===== src/rtl/alu_op_sequencer_pkg.sv =====
// Shared constants for the ALU operand sequencer: opcodes, FSM encoding and default widths.
// Imported by the sequencer top and its register file.
package alu_op_sequencer_pkg;

    localparam int SEQ_DATA_W = 16;
    localparam int SEQ_REG_AW = 3;
    localparam int SEQ_CTRL_W = 3;

    localparam logic [SEQ_CTRL_W-1:0] OP_ADD = 3'b000;
    localparam logic [SEQ_CTRL_W-1:0] OP_SUB = 3'b001;
    localparam logic [SEQ_CTRL_W-1:0] OP_NOT = 3'b010;
    localparam logic [SEQ_CTRL_W-1:0] OP_SHL = 3'b011;
    localparam logic [SEQ_CTRL_W-1:0] OP_SHR = 3'b100;
    localparam logic [SEQ_CTRL_W-1:0] OP_AND = 3'b101;
    localparam logic [SEQ_CTRL_W-1:0] OP_OR  = 3'b110;
    localparam logic [SEQ_CTRL_W-1:0] OP_NOP = 3'b111;

    typedef enum logic [1:0] {
        ST_IDLE = 2'd0,
        ST_READ = 2'd1,
        ST_EXEC = 2'd2
    } seq_state_t;

    // A NOP still runs the full three-cycle sequence but never touches the register file.
    function automatic logic op_writes_back(input logic [SEQ_CTRL_W-1:0] op);
        return (op != OP_NOP);
    endfunction

endpackage


===== src/rtl/alu_op_sequencer_regfile.sv =====
// Operand register file for the ALU sequencer: async-cleared flops, one write port,
// three combinational read ports (operand A, operand B, host readback).
module alu_regfile
    import alu_op_sequencer_pkg::*;
#(
    parameter int DATA_W = SEQ_DATA_W,
    parameter int REG_AW = SEQ_REG_AW
) (
    input  logic              clk,
    input  logic              rst_n,
    input  logic              i_we,
    input  logic [REG_AW-1:0] i_waddr,
    input  logic [DATA_W-1:0] i_wdata,
    input  logic [REG_AW-1:0] i_raddr_a,
    input  logic [REG_AW-1:0] i_raddr_b,
    input  logic [REG_AW-1:0] i_raddr_h,
    output logic [DATA_W-1:0] o_rdata_a,
    output logic [DATA_W-1:0] o_rdata_b,
    output logic [DATA_W-1:0] o_rdata_h
);

    localparam int NREGS = 1 << REG_AW;

    logic [DATA_W-1:0] r_mem [NREGS];

    always_ff @(posedge clk or negedge rst_n) begin
        if (!rst_n) begin
            for (int i = 0; i < NREGS; i++) begin
                r_mem[i] <= '0;
            end
        end else if (i_we) begin
            r_mem[i_waddr] <= i_wdata;
        end
    end

    assign o_rdata_a = r_mem[i_raddr_a];
    assign o_rdata_b = r_mem[i_raddr_b];
    assign o_rdata_h = r_mem[i_raddr_h];

endmodule


===== src/rtl/alu_op_sequencer.sv =====
// Command sequencer in front of the 16-bit ALU: accepts a command, fetches operands,
// drives the ALU for one cycle, then writes the result back and pulses done_valid.
module alu_op_sequencer
    import alu_op_sequencer_pkg::*;
#(
    parameter int DATA_W = SEQ_DATA_W,
    parameter int REG_AW = SEQ_REG_AW,
    parameter int CTRL_W = SEQ_CTRL_W
) (
    input  logic              clk,
    input  logic              rst_n,
    input  logic              cmd_valid,
    output logic              cmd_ready,
    input  logic [CTRL_W-1:0] cmd_op,
    input  logic [REG_AW-1:0] cmd_dst,
    input  logic [REG_AW-1:0] cmd_src_a,
    input  logic [REG_AW-1:0] cmd_src_b,
    input  logic              cmd_imm_sel,
    input  logic [DATA_W-1:0] cmd_imm,
    output logic [DATA_W-1:0] alu_a,
    output logic [DATA_W-1:0] alu_b,
    output logic [CTRL_W-1:0] alu_control,
    input  logic [DATA_W-1:0] alu_result,
    input  logic              alu_z,
    input  logic              alu_g,
    output logic              done_valid,
    output logic [DATA_W-1:0] done_result,
    output logic              done_z,
    output logic              done_g,
    input  logic              wr_en,
    input  logic [REG_AW-1:0] wr_addr,
    input  logic [DATA_W-1:0] wr_data,
    input  logic [REG_AW-1:0] rd_addr,
    output logic [DATA_W-1:0] rd_data
);

    seq_state_t        r_state;
    seq_state_t        w_state_nxt;

    logic [CTRL_W-1:0] r_op;
    logic [REG_AW-1:0] r_dst;
    logic [REG_AW-1:0] r_src_a;
    logic [REG_AW-1:0] r_src_b;
    logic              r_imm_sel;
    logic [DATA_W-1:0] r_imm;

    logic [DATA_W-1:0] r_alu_a;
    logic [DATA_W-1:0] r_alu_b;
    logic [CTRL_W-1:0] r_alu_control;
    logic              r_done_valid;
    logic [DATA_W-1:0] r_done_result;
    logic              r_done_z;
    logic              r_done_g;

    logic              w_accept;
    logic              w_load_ops;
    logic              w_commit;
    logic              w_writeback;
    logic              w_rf_we;
    logic [REG_AW-1:0] w_rf_waddr;
    logic [DATA_W-1:0] w_rf_wdata;
    logic [DATA_W-1:0] w_rf_a;
    logic [DATA_W-1:0] w_rf_b;

    assign cmd_ready = (r_state == ST_IDLE);
    assign w_accept  = cmd_valid && cmd_ready;

    always_ff @(posedge clk or negedge rst_n) begin
        if (!rst_n) begin
            r_state <= ST_IDLE;
        end else begin
            r_state <= w_state_nxt;
        end
    end

    // The single write port belongs to the host in IDLE and to writeback in EXEC.
    always_comb begin
        w_state_nxt = r_state;
        w_load_ops  = 1'b0;
        w_commit    = 1'b0;
        w_writeback = 1'b0;
        w_rf_we     = 1'b0;
        w_rf_waddr  = wr_addr;
        w_rf_wdata  = wr_data;
        case (r_state)
            ST_IDLE: begin
                w_rf_we = wr_en;
                if (cmd_valid) begin
                    w_state_nxt = ST_READ;
                end
            end
            ST_READ: begin
                w_load_ops  = 1'b1;
                w_state_nxt = ST_EXEC;
            end
            ST_EXEC: begin
                w_commit = 1'b1;
                if (op_writes_back(r_op)) begin
                    w_writeback = 1'b1;
                    w_rf_we     = 1'b1;
                    w_rf_waddr  = r_dst;
                    w_rf_wdata  = alu_result;
                end
                w_state_nxt = ST_IDLE;
            end
            default: begin
                w_state_nxt = ST_IDLE;
            end
        endcase
    end

    always_ff @(posedge clk or negedge rst_n) begin
        if (!rst_n) begin
            r_op      <= '0;
            r_dst     <= '0;
            r_src_a   <= '0;
            r_src_b   <= '0;
            r_imm_sel <= 1'b0;
            r_imm     <= '0;
        end else if (w_accept) begin
            r_op      <= cmd_op;
            r_dst     <= cmd_dst;
            r_src_a   <= cmd_src_a;
            r_src_b   <= cmd_src_b;
            r_imm_sel <= cmd_imm_sel;
            r_imm     <= cmd_imm;
        end
    end

    always_ff @(posedge clk or negedge rst_n) begin
        if (!rst_n) begin
            r_alu_a       <= '0;
            r_alu_b       <= '0;
            r_alu_control <= '0;
        end else if (w_load_ops) begin
            r_alu_a       <= w_rf_a;
            r_alu_b       <= r_imm_sel ? r_imm : w_rf_b;
            r_alu_control <= r_op;
        end
    end

    always_ff @(posedge clk or negedge rst_n) begin
        if (!rst_n) begin
            r_done_valid  <= 1'b0;
            r_done_result <= '0;
            r_done_z      <= 1'b0;
            r_done_g      <= 1'b0;
        end else begin
            r_done_valid <= w_commit;
            if (w_writeback) begin
                r_done_result <= alu_result;
                r_done_z      <= alu_z;
                r_done_g      <= alu_g;
            end
        end
    end

    alu_regfile #(
        .DATA_W (DATA_W),
        .REG_AW (REG_AW)
    ) u_regfile (
        .clk       (clk),
        .rst_n     (rst_n),
        .i_we      (w_rf_we),
        .i_waddr   (w_rf_waddr),
        .i_wdata   (w_rf_wdata),
        .i_raddr_a (r_src_a),
        .i_raddr_b (r_src_b),
        .i_raddr_h (rd_addr),
        .o_rdata_a (w_rf_a),
        .o_rdata_b (w_rf_b),
        .o_rdata_h (rd_data)
    );

    assign alu_a       = r_alu_a;
    assign alu_b       = r_alu_b;
    assign alu_control = r_alu_control;
    assign done_valid  = r_done_valid;
    assign done_result = r_done_result;
    assign done_z      = r_done_z;
    assign done_g      = r_done_g;

endmodule

===== config.mk =====
export PLATFORM = sky130hd
export DESIGN_NAME = alu_op_sequencer
export DESIGN_NICKNAME = d
export VERILOG_FILES = /design/src/rtl/alu_op_sequencer_pkg.sv /design/src/rtl/alu_op_sequencer_regfile.sv /design/src/rtl/alu_op_sequencer.sv
export SDC_FILE = /design/constraint.sdc
export NUM_CORES = 1
export LEC_CHECK = 0
export ABC_AREA = 1
export CELL_PAD_IN_SITES_DETAIL_PLACEMENT = 1
export CELL_PAD_IN_SITES_GLOBAL_PLACEMENT = 1
export CORE_MARGIN = 2
export CORE_UTILIZATION = 41
export DETAILED_ROUTE_END_ITERATION = 8
export GPL_TIMING_DRIVEN = 0
export PLACE_DENSITY = 0.8
export SYNTH_ARGS = -nofsm -noshare
export SYNTH_HDL_FRONTEND = slang
export SYNTH_SLANG_ARGS = --single-unit

===== constraint.sdc =====
create_clock -name clk -period 2.2 [get_ports clk]
set_input_delay 0.33 -clock clk [delete_from_list [all_inputs] [get_ports clk]]
set_output_delay 0.33 -clock clk [all_outputs]
set_load 0.02 [all_outputs]

Word level (Yosys, flattened, before mapping). Cells that the tools add are included. W data, S select, Z words.

Register bits: 213. Input port bits: 73. Output and inout port bits: 71.

Order comparisons: 5. Equality and inequality tests: 4. Multiplexer cells: 24. Bitwise logic cells: 4. Reductions and logical operators: 3.

Operator list (count): $mux W16 (10); $bmux W16 S3 (3); $bwmux W128 (1); $demux W16 S3 (1); $ge A4 B4 Y1 const B (4); $not A3 Y4 (4); $mux W3 (2); $lt A4 B1 Y1 const B (1); $mux W1 (4); $pmux W2 S2 (1); $ne A3 B3 Y1 const B (1); $eq A2 B1 Y1 const B (1); $eq A2 B2 Y1 const B (1); $logic_and A1 B1 Y1 (2); $logic_not A2 Y1 (1); $mux W2 (1); $ne A2 B2 Y1 const B (1); $pmux W1 S2 (1).

Logic depth before layout (Yosys ltp).
Depth after elaboration: 9. Depth in mapped cells: 11.

By module. From an unflattened synthesis, not the netlist that was laid out.

Cell total of the unflattened synthesis: 1921. Area total of the unflattened synthesis: 12358.1 µm².

By module, submodules not included: alu_regfile (instances 1, cells an instance 1463, area an instance 8705.8 µm²); alu_op_sequencer (instances 1, cells an instance 458, area an instance 3652.3 µm²).

Worst setup path after synthesis. No wires, ideal clock.

Kind: flip-flop to flip-flop. From: register r_state[0]. To: register u_regfile.r_mem[116] (netlist bit). Setup time: 65 ps. Data arrival time: 1652 ps. Path slack: 483 ps. Stages on the path, launching flop included: 10. Path through: dfrtp_1 > nor2_1 > nand2_1 > nand2_1 > inv_2 > a21oi_4 > buf_4 > buf_2 > nand3_1 > nand2_1.

Elaborated cells on any way between the ends: 12. Classes of those cells: 2 x order compare; 1 x eq/ne; 6 x mux; 1 x bitwise; 2 x reduce/logical.

RTL lines: from (decl) (line alu_op_sequencer.sv:37) `seq_state_t r_state;`; from (signal assigned) (line alu_op_sequencer.sv:72) `r_state <= w_state_nxt;`; $logic_not A2 Y1; net cmd_ready (line alu_op_sequencer.sv:13) `output logic cmd_ready,`; $pmux W1 S2 (line alu_op_sequencer.sv:85) `case (r_state)`; to (signal, indexed assignment) (line alu_op_sequencer_regfile.sv:32) `r_mem[i_waddr] <= i_wdata;`; to (decl) (line alu_op_sequencer_regfile.sv:24) `logic [DATA_W-1:0] r_mem [NREGS];`.

The timed path passes the listed nets, and every way through them passes these cells. A chain may end at the register's enable or synchronous reset.

Final worst setup path.
From: register u_regfile.r_mem[41] (netlist bit). To: output rd_data[9].

Cells in the longest elaborated chain, start to end: 3.

Ends and longest elaborated chain: $bmux W16 S3 (line alu_op_sequencer_regfile.sv:38) `assign o_rdata_h = r_mem[i_raddr_h];`; $mux W16 (not written as such) (2 in a row) (line alu_op_sequencer_regfile.sv:38); to (decl) (line alu_op_sequencer.sv:34) `output logic [DATA_W-1:0] rd_data`.

Every way passes these cells. The select of a mux whose other input is x is not followed.

==> out/summary.txt <==
=====================================================================================================
Top-level I/O count                                                                               144
Clock root buffer master                                                                 sky130_fd_sc_hd__clkbuf_16
Half-perimeter wire length after placement                                                   44900 µm
Fraction of the core area covered by cells at the end of the flow                               52.2%
Met3 track demand over resource                                                                 8.51%
Synth top area share                                                                            44.2%
Arrival @ worst endpoint                                                                      1.85 ns
Layout cell share with drive strength beyond 1                                                  10.6%
Fraction of the cycle the final worst path needs                                                98.9%
Minimum setup slack in the final design                                                     0.0247 ns
Initial standard-cell utilization of the core                                                   41.8%
Height of the die                                                                              176 µm
Largest net degree at the start of global routing                                                  81
Clock-pin transition on the worst setup and hold timing paths                                 0.06 ns
Inserted Diodes                                                                                     0
Synthesized cell area                                                                       12100 µm²
Area share of xor/xnor cells in the synthesized design                                             0%
# H-tree levels                                                                                     1
Worst vdd ir                                                                                 0.690 mV
Switching pwr                                                                               0.00982 W
Antenna violations before repair                                                                    2
Number of port buffers                                                                            141
Fraction of power consumed by combinational cells                                               43.8%
Class of the most critical hold timing path                                              input port to flip-flop
PD cells                                                                                  1400 nW/µm²
Maximum clock path buffer count                                                                     3
Total routing resource utilization after global routing                                         38.4%
Standby leakage power                                                                         7.47 nW
Switching fraction of total power                                                               46.7%
Total CTS buffers                                                                                  25
Clock tree from TritonCTS                                                                         yes
GRT busiest layer                                                                                met2
Cell Chain, Critical Path                                                                inv_1 > a21oi_1 > o21ai_2 > nand3_1 > o21a_1 > clkdlybuf4s15_1
Post-detailed-route via-to-cell ratio                                                            5.80
Iteration-0 DRC Markers                                                                          1388
Final routed wirelength across all metal layers                                              59200 µm
Routability Congestion                                                                           1.00
Synth Area per Inst                                                                          6.93 µm²
Nets in the synthesized netlist                                                                  1815
Wire length of the first global-routing pass                                                 87700 µm
Largest family of logic cells by synthesized area                                        simple AND/OR/NAND/NOR gates
Synth Warn #                                                                                        0
Proportion of synthesized area in mux cells                                                        0%
Met1 Usage GRT                                                                                  52.1%
Router iterations before antenna repair                                                             5
Result of the run                                                                           completed
Library cell contributing the largest single delay on the critical path                  sky130_fd_sc_hd__dfrtp_1
Post-synthesis share of cell area spent on full adders, half adders and majority gates             0%
Crit. End Element                                                                        primary output
Number of global-route vias before repair                                                       13900
Critical path data required time                                                              1.87 ns
Number of sinks on the clock net                                                                  213
Fmax                                                                                        0.460 GHz
Cell accounting for the most synthesized area                                            sky130_fd_sc_hd__dfrtp_1
Sequential fraction of design power                                                             36.3%
Crit-path max FO                                                                                    3
Count of unique library cells instantiated by Yosys                                                20
Final net count                                                                                  1994
Layout filler cell count                                                                         3730
Remaining design rule violation count                                                               0
Max Cap Viol                                                                                        0
Synthesized netlist cell count                                                                   1742
Count of state elements after synthesis                                                           213
Number of pins exceeding their max-slew limit in the final report                                   0
Storage cell area                                                                            5330 µm²
Min Tclk post-route                                                                           2.18 ns
Global routing usage on met2                                                                    58.9%
Area grow syn2layout                                                                            24.8%
Sequential share of the synthesized area                                                        44.2%
Internal power                                                                               0.0112 W
Residual antenna-violating net count after detailed routing                                         0
CORE AREA                                                                                   28900 µm²
Dominant cells by area after synthesis                                                   sky130_fd_sc_hd__dfrtp_1 (44%), sky130_fd_sc_hd__nand2_1 (21%), sky130_fd_sc_hd__nand3_1 (12%)
Count of final setup violators                                                                      0
Number of core rows                                                                                62
Endpoints failing hold                                                                              0
Area of the multi-input gates                                                                5790 µm²
Clock power frac                                                                                19.9%
Die Footprint                                                                               30800 µm²
Worst Max-Slew Pin Slew                                                                      0.950 ns
Average wire per standard cell                                                                25.5 µm
Area fraction in compound gates after synthesis                                                 12.3%
Number of vias in the routed layout                                                             13500
Slew HR                                                                                         36.7%
Worst setup timing slack at the placement stage                                              -1.23 ns
Chip Width                                                                                     176 µm
Setup TNS                                                                                        0 ns
Crit path largest cell delay                                                                  0.36 ns
Simple logic cell fraction of the synthesized area                                              35.3%
Remaining global-route overflow                                                                     0
Setup skew after layout                                                                     0.0127 ns
Clock insertion delay at the later pin of the skew report                                     0.54 ns
Critical path class                                                                      flip-flop to primary output
Critical Path Start Type                                                                    flip-flop
=====================================================================================================
cells by family after synthesis:
group,Yosys count
DFF,213
AOI/OAI and AO/OA,274
buffers and inverters,239
and+or+nand+nor,1016
synth_stat cells:
cell                         n
sky130_fd_sc_hd__a21oi_4     1
sky130_fd_sc_hd__buf_4       3
sky130_fd_sc_hd__nand3b_1    1
sky130_fd_sc_hd__clkbuf_1   70
sky130_fd_sc_hd__buf_6       7
sky130_fd_sc_hd__buf_1      13
sky130_fd_sc_hd__dfrtp_1   213
sky130_fd_sc_hd__a21oi_1   100
sky130_fd_sc_hd__nor2_4      6
sky130_fd_sc_hd__o211ai_1   32
sky130_fd_sc_hd__inv_2       5
sky130_fd_sc_hd__nand3_1   293
sky130_fd_sc_hd__inv_1     104
sky130_fd_sc_hd__nor2_1     42
sky130_fd_sc_hd__o21a_1      7
sky130_fd_sc_hd__clkinv_1    5
sky130_fd_sc_hd__o21ai_0   134
sky130_fd_sc_hd__nand2_2    11
sky130_fd_sc_hd__nand2_1   663
sky130_fd_sc_hd__buf_2      32
cells in the final DEF (no fill, tap or decap), types with 17 or more instances in the layout:
cell / n
sky130_fd_sc_hd__o21ai_0: 108
sky130_fd_sc_hd__clkbuf_1: 40
sky130_fd_sc_hd__inv_1: 89
sky130_fd_sc_hd__o211ai_1: 32
sky130_fd_sc_hd__inv_2: 20
sky130_fd_sc_hd__nand2_2: 17
sky130_fd_sc_hd__a21oi_1: 98
sky130_fd_sc_hd__clkbuf_16: 25
sky130_fd_sc_hd__nand2_1: 656
sky130_fd_sc_hd__buf_2: 37
sky130_fd_sc_hd__o21ai_1: 22
sky130_fd_sc_hd__clkdlybuf4s50_1: 123
sky130_fd_sc_hd__dfrtp_1: 210
sky130_fd_sc_hd__clkbuf_2: 25
sky130_fd_sc_hd__nand3_1: 292
sky130_fd_sc_hd__nor2_1: 42
critical path: cells and delay by family (launching register included):
kind / cells / cell delay, ns
buf+inv: 2 / 0.42
flops: 1 / 0.36
simple gates: 1 / 0.10
compound gates: 3 / 0.43
power groups by stage:
stage | Sequential, W | Combinational (W) | Clock (W)
floorplan | 0.00724 | 0.00461 | 0
global placement | 0.00737 | 0.00858 | 0
detailed placement | 0.00742 | 0.00886 | 0
CTS | 0.00747 | 0.00891 | 0.00421
global route | 0.00775 | 0.0100 | 0.00435
finish | 0.00763 | 0.00921 | 0.00417
cell type report:
type,instances,area share (%)
Timing Repair Buffer,155,10.1
Tap cell,384,3.19
Sequential cell,213,35.4
Buffer,122,4.56
Multi-Input combinational cell,1290,38.4
Clock buffer,37,5.12
Clock inverter,7,0.341
Inverter,114,2.87
what timing repair did:
item                                    CTS  global route
endpoints found under the setup margin   31           123
gates resized for setup                 114            75
hold buffers                              1             0
hold endpoints to repair                 65             0
buffers inserted                          0            11
pin swaps                                 1             3
state kept, by name, summed over array words and instances, names as in the netlist:
signal,count
alu_control,3
alu_b,16
done_g,1
r_src_b,3
r_dst,3
r_imm_sel,1
u_regfile.r_mem,128
r_op,3
done_result,16
done_valid,1
alu_a,16
done_z,1
r_src_a,3
r_state,2
r_imm,16
worst paths after layout:
| check | depth (start not counted) | start | slack [ns] | end |
|---|---|---|---|---|
| hold reg to reg | 2 | alu_a[6] | 0.48 | alu_a[6] |
| hold / removal | 3 | alu_g | 0.32 | done_g |
| min in group asynchronous | 2 | rst_n | 0.33 | u_regfile.r_mem[30] |
| setup / recovery | 6 | u_regfile.r_mem[41] | 0.02 | rd_data[9] |
| setup reg to reg | 7 | r_src_a[0] | 0.05 | alu_a[8] |
| max in group asynchronous | 3 | rst_n | 1.00 | r_src_b[0] |
through the flow:
stage / hold WS (ns) / cells / area (µm²) / power [W]
global route: 0.340 / 2322 / 15100 / 0.0221
global placement: 0.455 / 2267 / 14000 / 0.0159
detailed placement: 0.307 / 2269 / 14000 / 0.0163
CTS: 0.316 / 2312 / 14900 / 0.0206
floorplan: 0.0344 / 1742 / 12100 / 0.0119
finish: 0.320 / 2322 / 15100 / 0.0210
per-layer routing:
| layer | routed length, µm | vias to the layer above |
|---|---|---|
| li1 | - | 6015 |
| met1 | 24600 | 6621 |
| met2 | 25800 | 680 |
| met3 | 5900 | 142 |
| met4 | 2850 | 0 |
| met5 | 0 | - |
Note: power is estimated with default switching activity, not from simulation.
